File: config.mk
export PLATFORM = sky130hd
export DESIGN_NAME = alg_apb_responder
export DESIGN_NICKNAME = d
export VERILOG_FILES = /design/src/rtl/alg_apb_pkg.sv /design/src/rtl/alg_apb_regbank.sv /design/src/rtl/alg_apb_responder.sv
export SDC_FILE = /design/constraint.sdc
export NUM_CORES = 1
export LEC_CHECK = 0
export CAP_MARGIN = 20
export CORE_AREA = 3 3 274 276
export CTS_BUF_LIST = sky130_fd_sc_hd__clkbuf_4
export CTS_CLUSTER_DIAMETER = 150
export DETAILED_ROUTE_END_ITERATION = 6
export DIE_AREA = 0 0 277 279
export SLEW_MARGIN = 20
export SYNTH_ARGS = -nofsm -noshare
export SYNTH_HDL_FRONTEND = slang
export SYNTH_SLANG_ARGS = --single-unit
File: constraint.sdc
create_clock -name clk -period 61.7 [get_ports clk]
set_input_delay 12.34 -clock clk [delete_from_list [all_inputs] [get_ports clk]]
set_output_delay 12.34 -clock clk [all_outputs]
set_load 0.05 [all_outputs]
File: src/rtl/alg_apb_pkg.sv
// Shared types and constants for the Allegro APB responder.
// Holds the FSM encoding and the out-of-range read-back pattern.
package alg_apb_pkg;

  typedef enum logic [1:0] {
    S_IDLE,
    S_WAIT,
    S_RESP
  } apb_rsp_state_e;

  localparam logic [31:0] APB_OOR_RDATA = 32'hDEAD_BEEF;
  localparam int unsigned APB_ERR_CNT_W = 8;

endpackage

File: src/rtl/alg_apb_regbank.sv
// Word register bank behind the APB responder.
// Word 0 is a read-only ID; words 1..NUM_REGS-1 are read/write.
module alg_apb_regbank #(
  parameter int unsigned NUM_REGS = 16,
  parameter logic [31:0] ID_VALUE = 32'hA16_0001,
  localparam int unsigned IW = $clog2(NUM_REGS)
) (
  input  logic          clk,
  input  logic          rst,
  input  logic          wr_en,
  input  logic [IW-1:0] idx,
  input  logic [31:0]   wdata,
  output logic [31:0]   rdata
);

  logic [31:0] mem_q [NUM_REGS];
  logic [31:0] mem_d [NUM_REGS];

  // Word 0 storage is never written, so the ID stays constant
  always_comb begin
    mem_d = mem_q;
    if (wr_en && (idx != '0)) begin
      mem_d[idx] = wdata;
    end
  end

  always_ff @(posedge clk or posedge rst) begin
    if (rst) begin
      mem_q <= '{default: '0};
    end else begin
      mem_q <= mem_d;
    end
  end

  assign rdata = (idx == '0) ? ID_VALUE : mem_q[idx];

endmodule

File: src/rtl/alg_apb_responder.sv
// APB completer with programmable wait states and an ID word.
// Out-of-range accesses read DEAD_BEEF and bump a saturating counter.
module alg_apb_responder
  import alg_apb_pkg::*;
#(
  parameter int unsigned          ADDR_WIDTH = 22,
  parameter int unsigned          NUM_REGS   = 16,
  parameter logic [ADDR_WIDTH-1:0] BASE_ADDR = '0,
  parameter logic [31:0]          ID_VALUE   = 32'hA16_0001
) (
  input  logic                     clk,
  input  logic                     rst,
  input  logic [ADDR_WIDTH-1:0]    s_addr,
  input  logic                     s_sel,
  input  logic                     s_enable,
  input  logic                     s_write,
  input  logic [31:0]              s_wdata,
  output logic [31:0]              s_rdata,
  output logic                     s_ready,
  input  logic [3:0]               wait_cfg,
  output logic [APB_ERR_CNT_W-1:0] err_cnt
);

  localparam int unsigned IW = $clog2(NUM_REGS);
  localparam logic [ADDR_WIDTH-1:0] SPAN = ADDR_WIDTH'(NUM_REGS * 4);

  apb_rsp_state_e state_q, state_d;
  logic [3:0]     cnt_q, cnt_d;
  logic           wr_q, wr_d;
  logic           inr_q, inr_d;
  logic [IW-1:0]  idx_q, idx_d;
  logic [31:0]    wdata_q, wdata_d;
  logic [31:0]    rdata_q, rdata_d;
  logic           ready_q, ready_d;
  logic [APB_ERR_CNT_W-1:0] err_q, err_d;

  logic [ADDR_WIDTH-1:0] off;
  logic          bus_inr;
  logic [IW-1:0] bus_idx;
  logic          idle;
  logic          cur_wr;
  logic          cur_inr;
  logic [IW-1:0] cur_idx;
  logic [31:0]   cur_wdata;
  logic          complete;
  logic [31:0]   rb_rdata;

  assign off     = s_addr - BASE_ADDR;
  assign bus_inr = off < SPAN;
  assign bus_idx = off[2 +: IW];

  // A zero-wait transfer completes on its start edge, so use live bus values
  assign idle      = (state_q == S_IDLE);
  assign cur_wr    = idle ? s_write : wr_q;
  assign cur_inr   = idle ? bus_inr : inr_q;
  assign cur_idx   = idle ? bus_idx : idx_q;
  assign cur_wdata = idle ? s_wdata : wdata_q;

  always_comb begin
    state_d  = state_q;
    cnt_d    = cnt_q;
    wr_d     = wr_q;
    inr_d    = inr_q;
    idx_d    = idx_q;
    wdata_d  = wdata_q;
    rdata_d  = rdata_q;
    ready_d  = 1'b0;
    err_d    = err_q;
    complete = 1'b0;
    case (state_q)
      S_IDLE: begin
        if (s_sel && s_enable) begin
          wr_d    = s_write;
          inr_d   = bus_inr;
          idx_d   = bus_idx;
          wdata_d = s_wdata;
          if (wait_cfg == 4'd0) begin
            complete = 1'b1;
            state_d  = S_RESP;
          end else begin
            cnt_d   = wait_cfg;
            state_d = S_WAIT;
          end
        end
      end
      S_WAIT: begin
        if (cnt_q > 4'd1) begin
          cnt_d = cnt_q - 4'd1;
        end else begin
          cnt_d    = 4'd0;
          complete = 1'b1;
          state_d  = S_RESP;
        end
      end
      S_RESP: begin
        state_d = S_IDLE;
      end
      default: begin
        state_d = S_IDLE;
      end
    endcase
    if (complete) begin
      ready_d = 1'b1;
      if (cur_wr) begin
        rdata_d = '0;
      end else if (!cur_inr) begin
        rdata_d = APB_OOR_RDATA;
      end else begin
        rdata_d = rb_rdata;
      end
      if (!cur_inr && (err_q != '1)) begin
        err_d = err_q + 1'b1;
      end
    end
  end

  always_ff @(posedge clk or posedge rst) begin
    if (rst) begin
      state_q <= S_IDLE;
      cnt_q   <= '0;
      wr_q    <= 1'b0;
      inr_q   <= 1'b0;
      idx_q   <= '0;
      wdata_q <= '0;
      rdata_q <= '0;
      ready_q <= 1'b0;
      err_q   <= '0;
    end else begin
      state_q <= state_d;
      cnt_q   <= cnt_d;
      wr_q    <= wr_d;
      inr_q   <= inr_d;
      idx_q   <= idx_d;
      wdata_q <= wdata_d;
      rdata_q <= rdata_d;
      ready_q <= ready_d;
      err_q   <= err_d;
    end
  end

  alg_apb_regbank #(
    .NUM_REGS (NUM_REGS),
    .ID_VALUE (ID_VALUE)
  ) u_regbank (
    .clk   (clk),
    .rst   (rst),
    .wr_en (complete && cur_wr && cur_inr),
    .idx   (cur_idx),
    .wdata (cur_wdata),
    .rdata (rb_rdata)
  );

  assign s_rdata = rdata_q;
  assign s_ready = ready_q;
  assign err_cnt = err_q;

endmodule
==> results of run 1 <==
-- report_power, final --
group / internal (W) / leakage (nW) / switching (W) / total, W
Sequential: 0.000401 / 7.89 / 0.0000214 / 0.000422
Clock: 0.000176 / 1.14 / 0.000156 / 0.000332
Combinational: 0.000126 / 3.86 / 0.000300 / 0.000427
Total: 0.000703 / 12.9 / 0.000477 / 0.00118
-- placed cells by master (no fill, tap or decap), drive strengths merged, types with 3 or more instances in the layout --
master	instances
ha	3
o22ai	20
mux4	12
or4	4
nand2	558
mux2	39
o31ai	9
clkbuf	229
nand4	29
clkdlybuf4s50	101
buf	74
clkinv	21
nand2b	4
nor3	9
o211ai	5
o21a	3
dfrtp	575
nand3	29
nor2	150
mux2i	163
inv	13
xnor2	5
o21ai	405
o2111ai	4
a21oi	175
diode	5
nor4	16
a32oi	62
-- worst paths after layout --
path | to | slack [ns] | startpoint
worst max-delay path | s_ready$_DFF_PP0_ | 46.55 | rst
worst min-delay path | u_regbank.mem_q[488]$_DFFE_PP0P_ | 0.38 | u_regbank.mem_q[488]$_DFFE_PP0P_
worst max register to register | u_regbank.mem_q[476]$_DFFE_PP0P_ | 57.89 | state_q[1]$_DFFE_PP0P_
worst min register to register | u_regbank.mem_q[488]$_DFFE_PP0P_ | 0.38 | u_regbank.mem_q[488]$_DFFE_PP0P_
max in group clk | u_regbank.mem_q[82]$_DFFE_PP0P_ | 46.82 | wait_cfg[0]
min in group asynchronous | wdata_q[17]$_DFFE_PP0P_ | 11.92 | rst
-- flip-flops by register name (all words and copies together), names as in the netlist --
name	flops
err_cnt	8
u_regbank.mem_q	490
inr_q	1
wr_q	1
s_ready	1
s_rdata	32
idx_q	4
cnt_q	4
wdata_q	32
state_q	2
-- layout make-up --
type / instances / area (µm²) / area share
antenna: 5 / 12.5 / 0.000428
clock buffer: 229 / 1720 / 0.0588
multi-input combinational: 1739 / 10100 / 0.347
tap: 959 / 1200 / 0.0410
sequential: 575 / 14400 / 0.492
clock inverter: 29 / 166 / 0.00569
inverter: 8 / 37.5 / 0.00128
timing repair buffer: 175 / 1590 / 0.0543
-- critical path: stages --
cell             delay (ns)
clkdlybuf4s50_1        0.49
inv_8                  0.58
buf_4                  0.89
buf_6                  0.66
buf_4                  0.87
-- per-layer routing --
metal	share of wire	GRT usage	wire length (µm)	vias up
li1	-	-	-	9174
met1	0.42	0.256	33000	10070
met2	0.47	0.325	37000	795
met3	0.076	0.0517	5950	148
met4	0.026	0.0801	2010	0
met5	0	0	0	-
-- kinds of logic (layout without fill, tap and decap cells) --
group                      count (synthesis)  in the layout  synth area share
other                                      0              5                 0
buffers and inverters                    220            441            0.0412
muxes                                    214            214            0.0920
adders and majority gates                  3              3           0.00147
xor gates and xnor gates                   7              7           0.00241
AOI/OAI and AO/OA                        696            696             0.161
DFF                                      575            575             0.564
and+or+nand+nor                          819            819             0.138
-- stage by stage --
step	util	power [W]	setup WS (ns)	std cells	area, µm²
2_1_floorplan	-	0.000698	33.27	2534	25500
3_3_place_gp	0.375	0.000844	45.34	3454	27300
3_5_place_dp	0.375	0.000850	45.15	3455	27300
4_1_cts	0.401	0.00119	46.25	3713	29200
5_1_grt	0.402	0.00123	46.08	3719	29300
6_report	0.402	0.00118	46.55	3719	29300
==> out/metrics.cfg, run 1 <==
[cts]
cts_tree=yes
holdBufCountCts=0
postCtsSetupRepairBufs=0
path_clk_slew_ns=0.06
cts.htree.levels=4
numCtsBuffers=151
cts_resized=0
insertion_delay_ns=1.00
cts_buffer_depth=3
clock-sinks=575
cts-root-buf=clkbuf_4

[logic_synthesis]
ys_seq_area_frac=0.564
ys_top_cells_by_count=dfrtp_1, nand2_1, o21ai_0
async_flop_share=1.00
syn_inst=2534
synth.net_count=2600
ys.warnings.count=0
synth_edf_count=0
yosysTopAreaCellShare=0.564
synth_cell_types=70
synth_area_leaders=dfrtp_1, nand2_1, mux2i_1, o21ai_0, o21ai_1
yosysTopAreaCell=dfrtp_1
ys_ff_latch=575
synth_ff_type=dfrtp_1
syn_area_um2=25500
synth_most_common_cell=dfrtp_1
avgSynthCellArea_um2=10.1

[sta]
drv_slew=0
hold_viol_final=0
fin_tns_setup_ns=0
skew_ns=0.0738
finalHoldWorstSlack_ns=0.376
maxSlewHeadroom=0.225
max_freq_mhz=66.0
setup_violations=0
period_needed_ns=15.15
rsz0062_at_grt=false
period_share=0.245
tightestPinTransition_ns=1.16

[route]
ant_nets=0
drc=0
via_count=20187
vias_per_cell=5.43
drtIter0Drc=1748
wirelength_um=78000
drt_pass1_iterations=6
wl_per_cell_um=21.0

[power_and_ir_drop]
ir_drop_v=0.0000292
p_per_area_nw_per_um2=40.3
p_leak_nw=12.9

[critical_path]
critical_path_class=in2async
startpoint_type=primary input
worstPathMaxFanout=116
worstRegToRegCells=9
cp-end-kind=asynchronous set/reset pin
cp.arrival_ns=16.07
required_ns=62.62

[die]
start_util=0.350
row_count=99
fp.dieW_um=277
die_area_um2=77300
io_pins=104
core_um2=72800
die_h_um=279

[grt]
grt.overflow.total=0
antenna_found_initial=2
grt_pass1_wl_um=119000
grt_max_degree=117
grt_pass1_vias=20334
grtUsageTotal=0.200

[status]
outcome=finished, final reports clean

[finish]
drive_above_1_share=0.167
area_growth_pct=14.8
fill_cells=7100
layout.nets=2716

[placement]
portBuffers=101
dp_hpwl_um=45000
gp_congestion=0.782

[min_path]
min_path_type=reg2reg
hold_depth=0

[job]
cap_violations=0

No activity file was read; power rests on OpenSTA's default activity.
==> inputs of run 2 (changes only) <==
==> constraint.sdc (replaced) <==
create_clock -name clk -period 12.8 [get_ports clk]
set_input_delay 2.56 -clock clk [delete_from_list [all_inputs] [get_ports clk]]
set_output_delay 2.56 -clock clk [all_outputs]
set_load 0.05 [all_outputs]
==> run 2 against run 1 <==
Non-clock buffer count fell by 4. Global-route usage rose by 0.17 points. Clock power rose to 4.5 times the previous value. Register-to-register slack got worse by 49 ns. Sequential power rose to 4.8 times the previous value. Via count rose by 0.68%. Core utilization fell by 0.22 points. Hold slack improved by 0.0025 ns. Combinational power rose to 4.8 times the previous value. Flip-flop and latch count did not move. Worst setup slack got worse by 39 ns. Critical path type is now in2reg. Critical endpoint is now s_rdata[20]$_DFFE_PP0P_. Largest cell class unchanged.
==> out/metrics.cfg, run 2 (same netlist as run 1, synthesis figures left out) <==
[critical_path]
crit_start=s_addr[2]
required_ns=13.59  ; -49.03 ns
critical_path_class=in2reg
worstPathMaxFanout=143  ; +23%
worstReg2RegStart=state_q[0]$_DFFE_PP0P_
cp.arrival_ns=6.25  ; -9.82 ns
rrSetupSlack_ns=8.94  ; -48.95 ns
worst_r2r_endpoint=s_rdata[20]$_DFFE_PP0P_
startpoint_type=primary input
worstRegToRegCells=7  ; -2
cp-end-kind=register

[route]
drt_pass1_iterations=5  ; -1
ant_nets=0  ; unchanged
drc=0  ; unchanged
wirelength_um=78300  ; +0.36%
via_count=20325  ; +0.68%
wl_per_cell_um=21.2  ; +0.98%
drtIter0Drc=1688  ; -3.4%
vias_per_cell=5.50  ; +1.3%

[sta]
period_needed_ns=5.46
drv_slew=0  ; unchanged
period_share=0.427
max_freq_mhz=183
rsz0062_at_grt=false
tightestPinTransition_ns=1.14  ; -0.0243 ns
setup_violations=0  ; unchanged
skew_ns=0.0662  ; -0.00757 ns
maxSlewHeadroom=0.243  ; +0.0180
hold_viol_final=0  ; unchanged
fin_tns_setup_ns=0  ; unchanged

[finish]
largest_reg_flops=490  ; unchanged
fin_cells=3696  ; -0.62%
drive_above_1_share=0.159  ; -0.00732
final_common_cell=dfrtp_1
layout_common_cells=dfrtp_1, nand2_1, o21ai_0
area_growth_pct=14.2
top_register=u_regbank.mem_q
fill_cells=7081  ; -0.27%
layout.nets=2706  ; -0.37%

[power_and_ir_drop]
p_leak_nw=12.8  ; -0.99%
ir_drop_v=0.000144  ; +390%
p_per_area_nw_per_um2=192  ; +380%

[grt]
grt_pass1_vias=20661  ; +1.6%
grt_pass1_wl_um=121000  ; +1.9%
grt_max_degree=149  ; +27%
antenna_found_initial=3  ; +1
grt.overflow.total=0  ; unchanged
grtUsageTotal=0.202  ; +0.00169

[cts]
cts_tree=yes
postCtsSetupRepairBufs=0  ; unchanged
cts_buffer_depth=3  ; unchanged
insertion_delay_ns=0.92  ; -0.08 ns
numCtsBuffers=145  ; -4.0%
cts.htree.levels=4  ; unchanged
cts_resized=0  ; unchanged
cts-root-buf=clkbuf_4
clock-sinks=575  ; unchanged
path_clk_slew_ns=0.06  ; about the same
holdBufCountCts=0  ; unchanged

[die]
core_um2=72800  ; unchanged
row_count=99  ; unchanged
fp.dieW_um=277  ; unchanged
io_pins=104  ; unchanged
start_util=0.350  ; unchanged
die_area_um2=77300  ; unchanged
die_h_um=279  ; unchanged

[status]
outcome=finished, final reports clean

[min_path]
hold_depth=0  ; unchanged
min_path_type=reg2reg
hold_end=u_regbank.mem_q[504]$_DFFE_PP0P_
hold_start=u_regbank.mem_q[504]$_DFFE_PP0P_

[placement]
dp_hpwl_um=43800  ; -2.8%
dp_cells=3452  ; -0.087%
gp_congestion=0.783  ; about the same
portBuffers=101  ; unchanged

[job]
cap_violations=0  ; unchanged

==> run 2: area by class of cell <==
cell class,count,area [µm²],share of cell area
diodes,6,15.0,0.000516
clock buffers,201,1510,0.0519
clock inverters,37,206,0.00709
inverters,8,33.8,0.00116
multi-input cells,1739,10200,0.349
flip-flops and latches,575,14400,0.494
well taps,959,1200,0.0412
repair buffers,171,1590,0.0547
==> run 2: per-stage QoR <==
step | power (W) | area (µm²) | hold slack, ns | setup WS, ns | util
after floorplan | 0.00337 | 25500 | 0.425 | 2.41 | -
after global placement | 0.00408 | 27300 | 0.361 | 6.46 | 0.375
after detailed placement | 0.00411 | 27300 | 0.365 | 6.47 | 0.375
after CTS | 0.00563 | 29100 | 0.379 | 7.44 | 0.399
after global routing | 0.00586 | 29100 | 0.384 | 7.36 | 0.400
final | 0.00560 | 29100 | 0.379 | 7.34 | 0.400
==> run 2: worst max-delay path by stage <==
| stage | end |
|---|---|
| finish | s_rdata[20]$_DFFE_PP0P_ |
| global placement | s_rdata[20]$_DFFE_PP0P_ |
| detailed placement | s_rdata[20]$_DFFE_PP0P_ |
| floorplan | cnt_q[0]$_DFFE_PP0P_ |
| global route | s_rdata[20]$_DFFE_PP0P_ |
| CTS | s_rdata[20]$_DFFE_PP0P_ |
==> run 2: where the power goes <==
part | internal [W] | leakage [nW] | switching, W | total (W)
Sequential | 0.00193 | 7.89 | 0.000104 | 0.00203
Combinational | 0.000612 | 3.84 | 0.00145 | 0.00206
Clock | 0.000760 | 1.03 | 0.000745 | 0.00151
Total | 0.00330 | 12.8 | 0.00230 | 0.00560
==> run 2: critical path: stages <==
cell and delay [ns]:
clkdlybuf4s50_1 0.53, or3b_1 0.42, nand2_4 0.73, buf_12 0.77, mux4_2 0.60, nor2b_1 0.14
a211oi_1 0.23, o21ai_1 0.09
==> run 2: per-layer routing <==
metal	routed length, µm	track usage
met4	2140	0.0739
met2	36600	0.322
met5	13	0
met1	33200	0.269
met3	6310	0.0462
